### config.mk
export PLATFORM = sky130hd
export DESIGN_NAME = seq_pattern_tx
export DESIGN_NICKNAME = d
export VERILOG_FILES = /design/src/rtl/seq_pattern_tx.sv
export SDC_FILE = /design/constraint.sdc
export NUM_CORES = 1
export LEC_CHECK = 0
export BUFFER_PORTS_ARGS = -buffer_cell sky130_fd_sc_hd__buf_4
export CAP_MARGIN = 20
export CORE_ASPECT_RATIO = 1.2
export CORE_MARGIN = 10
export CORE_UTILIZATION = 52
export CTS_CLUSTER_SIZE = 14
export DETAILED_ROUTE_END_ITERATION = 7
export PLACE_DENSITY = 0.83
export SLEW_MARGIN = 5
export SYNTH_ARGS = -nofsm -noshare
export SYNTH_HDL_FRONTEND = slang
export SYNTH_SLANG_ARGS = --single-unit
### constraint.sdc
create_clock -name clk -period 2.5 [get_ports clk]
set_input_delay 0.375 -clock clk [delete_from_list [all_inputs] [get_ports clk]]
set_output_delay 0.375 -clock clk [all_outputs]
set_load 0.01 [all_outputs]
### src/rtl/seq_pattern_tx.sv
// Serial bit-pattern transmitter: loads a WIDTH-bit pattern and repeat count, shifts it out MSB-first.
// Optional inter-repetition idle gap enabled by defining SEQ_TX_GAP_EN (length GAP_CYCLES).
module seq_pattern_tx #(
  parameter int WIDTH      = 4,
  parameter int CNT_W      = 8,
  parameter int GAP_CYCLES = 2
) (
  input  logic             clk,
  input  logic             reset,
  input  logic             load_valid,
  output logic             load_ready,
  input  logic [WIDTH-1:0] pattern,
  input  logic [CNT_W-1:0] rep_cnt,
  output logic             x,
  output logic             x_valid,
  output logic             done
);

  localparam int IW = (WIDTH > 2) ? $clog2(WIDTH) : 1;
  localparam logic [IW-1:0] LAST = IW'(WIDTH - 1);

`ifdef SEQ_TX_GAP_EN
  typedef enum logic [1:0] {IDLE, SHIFT, GAP, DONE} state_t;
  localparam bit GAP_ON = (GAP_CYCLES > 0);
  localparam int GW = (GAP_CYCLES > 2) ? $clog2(GAP_CYCLES) : 1;
  localparam logic [GW-1:0] GAP_LAST = GW'((GAP_CYCLES > 0) ? GAP_CYCLES - 1 : 0);
  logic [GW-1:0] gap_q, gap_n;
`else
  typedef enum logic [1:0] {IDLE, SHIFT, DONE} state_t;
`endif

  state_t           state_q, state_n;
  logic [WIDTH-1:0] pat_q, pat_n;
  logic [IW-1:0]    idx_q, idx_n;
  logic [CNT_W-1:0] reps_q, reps_n;

  assign load_ready = (state_q == IDLE);

  always_comb begin
    state_n = state_q;
    pat_n   = pat_q;
    idx_n   = idx_q;
    reps_n  = reps_q;
`ifdef SEQ_TX_GAP_EN
    gap_n   = gap_q;
`endif
    case (state_q)
      IDLE: begin
        if (load_valid) begin
          state_n = SHIFT;
          pat_n   = pattern;
          idx_n   = LAST;
          reps_n  = rep_cnt;
        end
      end
      SHIFT: begin
        if (idx_q != '0) begin
          idx_n = idx_q - IW'(1);
        end else if (reps_q == '0) begin
          state_n = DONE;
        end else begin
          // reps_left only decrements when nonzero, so rep_cnt of all-ones never wraps
          reps_n = reps_q - CNT_W'(1);
          idx_n  = LAST;
`ifdef SEQ_TX_GAP_EN
          if (GAP_ON) begin
            state_n = GAP;
            gap_n   = '0;
          end
`endif
        end
      end
`ifdef SEQ_TX_GAP_EN
      GAP: begin
        if (gap_q == GAP_LAST) state_n = SHIFT;
        else                   gap_n   = gap_q + GW'(1);
      end
`endif
      DONE:    state_n = IDLE;
      default: state_n = IDLE;
    endcase
  end

  always_ff @(posedge clk or posedge reset) begin
    if (reset) begin
      state_q <= IDLE;
      pat_q   <= '0;
      idx_q   <= '0;
      reps_q  <= '0;
`ifdef SEQ_TX_GAP_EN
      gap_q   <= '0;
`endif
    end else begin
      state_q <= state_n;
      pat_q   <= pat_n;
      idx_q   <= idx_n;
      reps_q  <= reps_n;
`ifdef SEQ_TX_GAP_EN
      gap_q   <= gap_n;
`endif
    end
  end

  // Outputs are registered from the next state so the first bit appears right after the handshake.
  always_ff @(posedge clk or posedge reset) begin
    if (reset) begin
      x       <= 1'b0;
      x_valid <= 1'b0;
      done    <= 1'b0;
    end else begin
      x       <= (state_n == SHIFT) ? pat_n[idx_n] : 1'b0;
      x_valid <= (state_n == SHIFT);
      done    <= (state_n == DONE);
    end
  end

endmodule

After elaboration in Yosys (flattened, before gate mapping). Index checks and enable logic that the tools add are counted.

Bits in registers: 19. Word-level logic and storage cells: 38. Output and inout bits: 4. Input bits: 15.

Magnitude comparators: 1. $add $sub $neg: 2. Muxes and demuxes: 17. Reduce and logical (&&, ||, !) cells: 5. Equality and inequality tests: 6.

Operators by type and width (count): two-way mux 8 bit (3); one-hot mux 8 bit (2 select lines) (1); two-way mux 2 bit (6); zero test 8 bit (1); two-way mux 4 bit (2); one-hot mux 2 bit (2 select lines) (2); subtractor 8 x 1 -> 8 bit (second input constant) (1); != test 2 bit (second input constant) (3); == test 2 x 1 -> 1 bit (second input constant) (2); AND reduction 4 bit (1); nonzero test 2 bit (2); less-than comparator 2 x 3 -> 1 bit (second input constant) (1); binary-select mux 1 bit (select 2 bit) (1); == test 2 bit (second input constant) (1); zero test 2 bit (1); two-way mux 1 bit (2); subtractor 2 x 1 -> 2 bit (second input constant) (1).

Logic depth before layout (Yosys ltp). Gate-level depths: netlist of run 1.

Depth in word-level cells: 7. Gate-level depth with buffers: 9. Depth with buffers taken out: 7.

Least setup slack after synthesis of run 1. OpenSTA, ideal clock, no wires.

Kind: register to register. Start: reg reps_q[0]. End: reg reps_q[0]. Buffers on the path: 1. Library setup time: 0.074 ns. Clock period less this slack: 1.914 ns. Setup slack: 0.586 ns. Stages on the path, launching flop included: 9. Arrival: 1.840 ns. Data required time: 2.426 ns. Path through: dfrtp_1 inv_1 ha_1 nor3b_1 a2111o_1 and2_4 buf_6 or3_1 o21ai_2.

Longest elaborated chain between the ends: 4. Elaborated cells between the ends (all ways): 7. Those cells by class: add/sub (1); eq/ne (1); mux (3); reduce/logical (2).

Ends and longest elaborated chain: start, declared (line 35) `logic [CNT_W-1:0] reps_q, reps_n;`; start signal, assigned (line 97) `reps_q <= reps_n;`; subtractor 8 x 1 -> 8 bit (line 63) `reps_n = reps_q - CNT_W'(1);`; two-way mux 8 bit (line 59) `end else if (reps_q == '0) begin`; two-way mux 8 bit (line 57) `if (idx_q != '0) begin`; one-hot mux 8 bit (2 select lines) (line 47) `case (state_q)`.

Parallel ways exist; a longest one is shown, timed or not. The select of a mux whose other input is x is not followed. A chain may end at the register's enable or synchronous reset.

Worst setup path in the final report of run 1.
Start: reg reps_q[0]. End: reg x.

Elaborated cells between the ends (all ways): 11. Those cells by class: eq/ne (1); mux (9); reduce/logical (1).

RTL lines: zero test 8 bit (line 59); two-way mux 2 bit (line 59); two-way mux 2 bit (line 57); one-hot mux 2 bit (2 select lines) (line 47); via state_n[0] (line 32) `state_t state_q, state_n;`; == test 2 x 1 -> 1 bit (line 111) `x <= (state_n == SHIFT) ? pat_n[idx_n] : 1'b0;`; two-way mux 1 bit (line 111); end signal, assigned (line 111); end, declared (line 14) `output logic x,`.

The timed path passes the listed nets, and every way through them passes these cells. The select of a mux whose other input is x is not followed.

==> metrics.cfg, run 1 <==
[layout]
diodes=0
regArea_sq_um=475
final_common_cell=dfrtp_1
fill_cells=171
final_layout_size_suffix_gt1_frac=0.226
multi_input_area_sq_um=470
areaGrowthSynthToFinish_pct=12.9
final_cell_mix=dfrtp_1, buf_4, nor2_1, o21ai_0
fin_nets=141

[run_status]
outcome=finished, final reports clean

[sta]
worst_pin_slew_ns=0.707
fin_skew_ns=0.00687
holdWs_ns=0.175
max_freq_ghz=0.498
max_slew_margin=0.528
timing.setup.tns_ns=0
setup_violations=0
slew_violations=0
rsz0062_at_grt=no
hold_viol=0
layout_min_cycle_time_ns=2.01
period_share=0.804

[detailed_routing]
ant_nets=0
vias=856
routedWlPerCell_um=14.0
wirelength_mm=2.01
vias_per_cell=5.99
firstDrtPassIters=4
route.detailed.drc=0
drt_iter0_markers=19

[clock_tree]
ctsResizeCount=0
clk_pin_slew_ns=0.11
cts_setup_buffers=0
cts_max_path_buffers=2
cts_max_level=1
cts.sinks=19
cts-root-buf=clkbuf_4
numCtsBuffers=3
ctsHoldBuffers=0
cts_tree=built
clock_latency_ns=0.30

[pwr]
ir_worst_vdd_uv=707
p_leak_uw=0.000503
p_per_area_nw_per_um2=1280

[critical_path]
path_delay_family=simple AND/OR/NAND/NOR gates
path_buf_inv=1
rr_startpoint=reps_q[0]
end_kind=flop
rr_endpoint=x
slowest_stage=dfrtp_1
ff2ff_setup_slack_ns=0.49
arrival_ns=2.20
crit_path_max_fanout=4
cp.required_ns=2.69
crit_chain=inv_1 -> ha_1 -> nor3b_1 -> nand2_1 -> nor3_1 -> o21ai_0 -> a211o_1
rr_worst_depth=7
critPathMaxStageDelay_ns=0.41
crit_type=flop to flop
startpoint_type=flop

[synthesis]
syn_inst=110
synth.top_cells.by_area=dfrtp_1, o21ai_0, nor2_1
async_reset_ff_frac=1.00
synth_top_area_frac=0.469
synth_top_area_cell=dfrtp_1
syn_nets=126
synth_seq_cells=19
synth_cell_types=31
synth_warnings=0
synth_edf_count=0
avgSynthCellArea_sq_um=9.22
synthesis.area_sq_um=1010
yosysSeqAreaShare=0.469
synth_flop_cell=dfrtp_1

[floorplan]
rows=17
die-area_sq_um=4130
die_y_um=68.4
core_sq_um=1850
die_w_um=60.3
boundaryPins=19
start_util=0.548

[placement]
dpl.hpwl_mm=1.50
io_buffers=18
gp_congestion=0.828

[global_route]
grt-ovfl-total=0
grt_usage=0.106
grt_pass1_wl_mm=3.43
grt_max_degree=26
grt_pass1_vias=822
antenna_found_initial=0

[run]
drv_cap=0

[hold_path]
hp-class=input port to asynchronous set/reset pin

[layout make-up]
cell class / instances / share of cell area
flip-flops and latches: 19 / 0.415
multi-input cells: 79 / 0.410
repair buffers: 18 / 0.118
clock buffers: 4 / 0.0229
well taps: 19 / 0.0207
inverters: 4 / 0.0131
[kinds of logic (layout without fill, tap and decap cells)]
kind of cell,count (synthesis),in the layout,synth area share
AO/OA/AOI/OAI,32,32,0.200
adder cells (fa/ha/maj),1,1,0.0123
buffers and inverters,12,26,0.0678
flip-flops,19,19,0.469
multiplexers,4,4,0.0432
AND/OR/NAND/NOR,42,42,0.208
[metrics by stage]
step	setup WS, ns	area [sq um]	util	cells	power [uW]
finish	0.491	1150	0.619	143	1460
floorplan	0.586	1010	-	110	1220
detailed placement	0.500	1120	0.605	139	1320
global route	0.240	1150	0.619	143	1610
CTS	0.482	1150	0.619	143	1470
global placement	0.558	1120	0.605	139	1290
[worst reg2reg max path: stages, from the launching register on]
cell,delay (ns)
dfrtp_1,0.41
inv_1,0.10
ha_1,0.20
nor3b_1,0.39
nand2_1,0.15
nor3_1,0.22
o21ai_0,0.15
a211o_1,0.29
[per-layer routing]
layer | part of all wire | up-vias | wire, um | track usage
met1 | 0.44 | 409 | 890 | 0.115
met4 | 0.021 | 0 | 43 | 0.0590
li1 | - | 424 | - | -
met5 | 0 | - | 0 | 0
met3 | 0.046 | 5 | 93 | 0.0259
met2 | 0.49 | 18 | 982 | 0.183
[worst max path at each step]
stage / start / to / slack [ns] / depth (start not counted)
6_report: reps_q[0] / x / 0.49 / 7
5_1_grt: reps_q[0] / x / 0.24 / 7
4_1_cts: reps_q[0] / x / 0.48 / 7
3_5_place_dp: reps_q[0] / x / 0.50 / 7
3_3_place_gp: reps_q[0] / x / 0.56 / 7
2_1_floorplan: reps_q[0] / reps_q[0] / 0.59 / 8
[power breakdown]
part	internal [uW]	switching, uW
clock	62.3	94.5
combinational	331	391
sequential	449	138
[sequential cells by signal, summed over array words and instances, names as in the netlist]
signal,flops
pat_q,4
idx_q,2
x_valid,1
done,1
state_q,2
x,1
reps_q,8
[synth_stat cells (all sizes together) (2+ instances only)]
master,n
nand2,7
a22oi,2
o22a,2
o21ai,14
a21oi,7
o221ai,2
clkbuf,4
buf,4
nor2,16
nand3,3
nor4,5
inv,4
dfrtp,19
mux2,3
nor3,4
(Power assumes the default switching activity.)
==> run 2, diff against run 1 <==
CORE_UTILIZATION = 48   (was 52)
PLACE_DENSITY = 0.81   (was 0.83)
clock period = 1.7 ns   (was 2.5 ns; I/O delays follow)
==> run 2 against run 1 <==
Compared with the run above: the run now ends with setup timing left; global-route usage is 1.0 points higher; core utilization up 7.4 points; sequential share of layout area decreased by 7.7 points; power increased by 95%; worst setup slack lost 0.58 ns; critical path type unchanged; largest cell class is now multi-input combinational cells; highest routed layer unchanged.
==> metrics.cfg, run 2 (synthesis gave the netlist of run 1 again) <==
[layout]
largest_registers=reps_q: 8 flops, pat_q: 4 flops
largest_reg_flops=8  ; unchanged
fill_cells=155  ; -9.4%
final_cell_mix=buf_4, dfrtp_1, nor2_1
layout.cells.non_filler=164  ; +15%
areaGrowthSynthToFinish_pct=38.6
diodes=0  ; unchanged
final_util=0.694  ; +0.0745
final_common_cell=buf_4
fin_nets=161  ; +14%
largest-register=reps_q
final_layout_size_suffix_gt1_frac=0.451  ; +0.226

[floorplan]
rows=18  ; +1
boundaryPins=19  ; unchanged
start_util=0.501  ; -0.0477
die_w_um=62.0  ; +2.7%
die-area_sq_um=4360  ; +5.7%
core_sq_um=2030  ; +9.5%
die_y_um=70.4  ; +2.9%

[critical_path]
rr_endpoint=reps_q[0]
rr_worst_depth=7  ; unchanged
rr_startpoint=reps_q[1]
end_kind=flop
startpoint_type=flop
crit_type=flop to flop
arrival_ns=2.01  ; -0.19 ns
crit_path_max_fanout=6  ; +2
ff2ff_setup_slack_ns=-0.09  ; -0.58 ns
cp.required_ns=1.93  ; -0.76 ns

[pwr]
ir_worst_vdd_uv=1390  ; +97%
switching_power_uw=1230  ; +97%
p_comb_frac=0.620  ; +0.127
p_per_area_nw_per_um2=2030  ; +59%
swShare=0.429  ; +0.00343
p_clk_frac=0.079  ; -0.028
p_leak_uw=0.000615  ; +22%
sequentialPowerShare=0.301  ; -0.099
p_int_uw=1630  ; +94%

[global_route]
antenna_found_initial=0  ; unchanged
grt_pass1_wl_mm=4.02  ; +17%
grt_max_degree=20  ; -23%
grt-ovfl-total=0  ; unchanged
grt_usage=0.116  ; +0.0101
grt_pass1_vias=921  ; +12%

[run_status]
violations=setup timing
outcome=complete, but fails checks

[sta]
rsz0062_at_grt=yes
setup_violations=7  ; +7
fin_skew_ns=0.00338  ; -0.00349 ns
hold_viol=0  ; unchanged
worst_pin_slew_ns=0.733  ; +0.0257 ns
period_share=1.05  ; +0.247
slew_violations=0  ; unchanged
fin_ws_ns=-0.0858  ; -0.577 ns
max_slew_margin=0.511  ; -0.0171
layout_min_cycle_time_ns=1.79  ; -0.223 ns
max_freq_ghz=0.560  ; +12%

[clock_tree]
cts_tree=built
cts.sinks=19  ; unchanged
cts_max_level=1  ; unchanged
cts_max_path_buffers=2  ; unchanged
numCtsBuffers=3  ; unchanged
cts-root-buf=clkbuf_4
clock_latency_ns=0.29  ; about the same
ctsHoldBuffers=0  ; unchanged
clk_pin_slew_ns=0.11  ; about the same

[detailed_routing]
vias=961  ; +12%
drt_iter0_markers=26  ; +7
route.detailed.drc=0  ; unchanged
vias_per_cell=5.86  ; -2.1%
wirelength_mm=2.59  ; +29%
ant_nets=0  ; unchanged
firstDrtPassIters=6  ; +2
routedWlPerCell_um=15.8  ; +12%

[run]
drv_cap=0  ; unchanged

[placement]
gp_congestion=0.809  ; -2.2%
dpl.hpwl_mm=1.80  ; +20%
io_buffers=18  ; unchanged
placed_cells_incl_taps=156  ; +12%

[hold_path]
hp-class=input port to asynchronous set/reset pin

run 2: cell count changes in the layout (fill, tap and decap cells not counted), moves of 3 or more:
cell     previous run  this run
buf_4              18        36
o21ai_0            13         4
o21ai_1             0         7
nor2_1             16        13
nor2_2              0         3
nor4_1              5         2
nor4_4              0         3
run 2: metal layers:
layer | GRT usage | vias to the layer above | share of wire
li1 | - | 466 | -
met1 | 0.135 | 466 | 0.40
met2 | 0.194 | 25 | 0.54
met3 | 0.0380 | 4 | 0.055
met4 | 0.0299 | 0 | 0.013
met5 | 0 | - | 0
run 2: cell type report:
| class | instances | area, sq um | area share |
|---|---|---|---|
| multi-input combinational | 80 | 582 | 0.414 |
| sequential | 19 | 475 | 0.338 |
| timing repair buffer | 37 | 282 | 0.200 |
| tap | 20 | 25.0 | 0.0178 |
| clock buffer | 3 | 22.5 | 0.0160 |
| inverter | 4 | 15.0 | 0.0107 |
| clock inverter | 1 | 5.00 | 0.00356 |
run 2: power groups by stage:
| stage | logic [uW] | clock network [uW] | registers, uW |
|---|---|---|---|
| floorplan | 1050 | 0 | 824 |
| global placement | 1460 | 0 | 824 |
| detailed placement | 1510 | 0 | 839 |
| CTS | 1600 | 232 | 828 |
| global route | 1940 | 247 | 885 |
| finish | 1770 | 227 | 861 |
run 2: metrics by stage:
step / setup slack (ns) / total power [uW] / hold slack [ns] / TNS [ns] / cell area, sq um
after floorplan: -0.132 / 1880 / 0.206 / -0.645 / 1040
after global placement: -0.0557 / 2280 / 0.411 / -0.170 / 1270
after detailed placement: -0.103 / 2350 / 0.420 / -0.513 / 1270
after CTS: -0.0846 / 2660 / 0.0943 / -0.495 / 1330
after global routing: -0.143 / 3070 / 0.120 / -1.02 / 1410
final: -0.0858 / 2860 / 0.0784 / -0.398 / 1410
run 2: worst max-delay path, cell delays in order, from the launching register on:
cell and delay [ns]:
dfrtp_1 0.38, inv_2 0.05, ha_4 0.15, nor3b_4 0.16, a2111o_1 0.41, and2_4 0.19, or3_4 0.33, o21ai_2 0.06
run 2: worst max path at each step:
stage / startpoint / to / cells past startpoint
floorplan: reps_q[0] / reps_q[0] / 8
global placement: reps_q[1] / reps_q[0] / 7
detailed placement: reps_q[1] / reps_q[0] / 7
global route: reps_q[0] / reps_q[0] / 7
finish: reps_q[1] / reps_q[0] / 7
CTS: reps_q[0] / reps_q[0] / 7
run 2: repair_timing:
item | 4_1_cts | 5_1_grt
pin swaps | 2 | 5
gates resized for setup | 2 | 15
setup buffers | 2 | 1
setup endpoints to repair | 9 | 9
cloned | 1 | 0
==> run 3, diff against run 2 <==
CORE_UTILIZATION = 52   (was 48)
PLACE_DENSITY = 0.83   (was 0.81)
clock period = 1.8 ns   (was 1.7 ns; I/O delays follow)
==> run 3 against run 2 <==
Compared with the run above: the flow still finishes with violations (setup timing); non-clock buffer count shrank 9; clock skew grew 0.0013 ns; routed wire length down 2.7%; critical path type unchanged; clock power decreased by 5%; worst hold slack improved by 0.0046 ns; die area shrank 5.4%; sequential share of layout area grew 2.9 points; power is 14% lower.
==> metrics.cfg, run 3 (synthesis gave the netlist of run 1 again) <==
[global_route]
antenna_found_initial=0  ; unchanged
grt-ovfl-total=0  ; unchanged
grt_usage=0.121  ; +0.00456
grt_pass1_wl_mm=3.93  ; -2.4%
grt_max_degree=23  ; +15%
grt_pass1_vias=950  ; +3.1%

[sta]
timing.setup.tns_ns=-0.0710  ; +0.327 ns
period_share=1.03  ; -0.0250
max_slew_margin=0.514  ; +0.00308
hold_viol=0  ; unchanged
fin_skew_ns=0.00466  ; +0.00129 ns
rsz0062_at_grt=yes
setup_violations=2  ; -5
holdWs_ns=0.0830  ; +0.00457 ns
fin_ws_ns=-0.0458  ; +0.0400 ns
layout_min_cycle_time_ns=1.85  ; +0.0600 ns
max_freq_ghz=0.542  ; -3.3%
slew_violations=0  ; unchanged
worst_pin_slew_ns=0.728  ; -0.00462 ns

[floorplan]
die_y_um=68.4  ; -2.8%
start_util=0.548  ; +0.0477
die-area_sq_um=4130  ; -5.4%
core_sq_um=1850  ; -8.7%
die_w_um=60.3  ; -2.7%
rows=17  ; -1
boundaryPins=19  ; unchanged

[clock_tree]
cts_max_level=1  ; unchanged
clk_pin_slew_ns=0.10  ; about the same
cts_tree=built
clock_latency_ns=0.30  ; about the same
ctsHoldBuffers=0  ; unchanged
cts_max_path_buffers=2  ; unchanged
numCtsBuffers=3  ; unchanged
cts.sinks=19  ; unchanged
cts-root-buf=clkbuf_4

[detailed_routing]
wl_met3_um=102  ; -28%
maxUsedRoutingLayer=met4
wl_met1_mm=1.03  ; +0.88%
ant_nets=0  ; unchanged
wirelength_mm=2.52  ; -2.7%
vias_per_cell=5.85  ; -0.16%
vias=901  ; -6.2%
wl_met2_mm=1.31  ; -5.3%
drt_iter0_markers=68  ; +160%
firstDrtPassIters=4  ; -2
routedWlPerCell_um=16.3  ; +3.7%
route.detailed.drc=0  ; unchanged

[pwr]
p_comb_frac=0.570  ; -0.050
p_per_area_nw_per_um2=1880  ; -7.5%
switching_power_uw=1050  ; -14%
ir_worst_vdd_uv=1040  ; -26%
swShare=0.431  ; +0.00195
sequentialPowerShare=0.342  ; +0.041
p_clk_frac=0.088  ; +0.009
p_int_uw=1390  ; -15%
p_leak_uw=0.000564  ; -8.2%
finalPower_uw=2450  ; -14%

[layout]
fin_nets=152  ; -5.6%
largest-register=reps_q
diodes=0  ; unchanged
largest_reg_flops=8  ; unchanged
largest_registers=reps_q: 8 flops, pat_q: 4 flops
final_cell_mix=buf_4, dfrtp_1, nor2_1
final_layout_size_suffix_gt1_frac=0.393  ; -0.0588
fin_area_sq_um=1300  ; -7.6%
fill_cells=138  ; -11%
final_common_cell=buf_4
areaGrowthSynthToFinish_pct=28.1

[critical_path]
cp.required_ns=2.04  ; +0.11 ns
path_buf_inv=1  ; unchanged
slowest_stage=a2111o_1
crit_type=flop to flop
startpoint_type=flop
critPathMaxStageDelay_ns=0.44  ; +0.03 ns
crit_chain=inv_2 -> ha_4 -> nor3b_4 -> a2111o_1 -> and2_4 -> or3_4 -> o21ai_2
end_kind=flop
crit_start=reps_q[0]
arrival_ns=2.08  ; +0.07 ns
path_delay_family=simple AND/OR/NAND/NOR gates
crit_path_max_fanout=7  ; +1
rr_startpoint=reps_q[0]

[run_status]
outcome=complete, but fails checks
violations=setup timing

[placement]
preCtsSetupSlack_ns=-0.0216  ; +0.0809 ns
gp_congestion=0.876  ; +8.2%
io_buffers=18  ; unchanged
dpl_cell_area_sq_um=1200  ; -5.3%
dpl.hpwl_mm=1.76  ; -2.1%

[run]
drv_cap=0  ; unchanged

[hold_path]
hp-class=input port to asynchronous set/reset pin

[run 3: cell count changes in the layout (fill, tap and decap cells not counted), moves of 2 or more]
cell,delta
buf_4,-8
nor2_1,+2
nor2_2,-2
nor4_2,+2
nor4_4,-3
[run 3: power groups by stage]
stage / Combinational [uW] / Clock, uW / Sequential (uW)
final: 1390 / 215 / 837
after global routing: 1560 / 234 / 863
after CTS: 1310 / 215 / 814
after detailed placement: 1210 / 0 / 814
after global placement: 1170 / 0 / 797
after floorplan: 979 / 0 / 773
[run 3: metal layers]
metal  vias up  global-route usage
met1       421               0.128
met2        25               0.210
met4         0              0.0730
met3        11              0.0296
li1        444                   -
met5         -                   0
[run 3: worst paths after layout]
path,to,cells after the start,slack [ns]
worst max-delay path,reps_q[0],7,-0.05
worst min-delay path,reps_q[4],2,0.08
worst max register to register,reps_q[0],7,-0.05
worst min register to register,pat_q[0],1,0.54
max in group asynchronous,reps_q[3],2,1.22
min in group clk,pat_q[2],2,0.20
[run 3: what timing repair did]
action / 4_1_cts / 5_1_grt
setup endpoints to repair: 3 / 8
hold endpoints to repair: 0 / 0
cloned: 1 / 0
resized for setup: 3 / 11
pin swaps: 2 / 6
setup buffers: 2 / 0
[run 3: cell type report]
cell class,count,area (sq um),area share
Multi-Input combinational cell,80,548,0.422
Sequential cell,19,477,0.367
Timing Repair Buffer,28,210,0.162
Clock buffer,4,26.3,0.0202
Tap cell,19,23.8,0.0183
Inverter,4,15.0,0.0115
[run 3: per-stage QoR]
step | util | std cells
floorplan | - | 110
global placement | 0.650 | 147
detailed placement | 0.650 | 147
CTS | 0.686 | 154
global route | 0.703 | 154
finish | 0.703 | 154
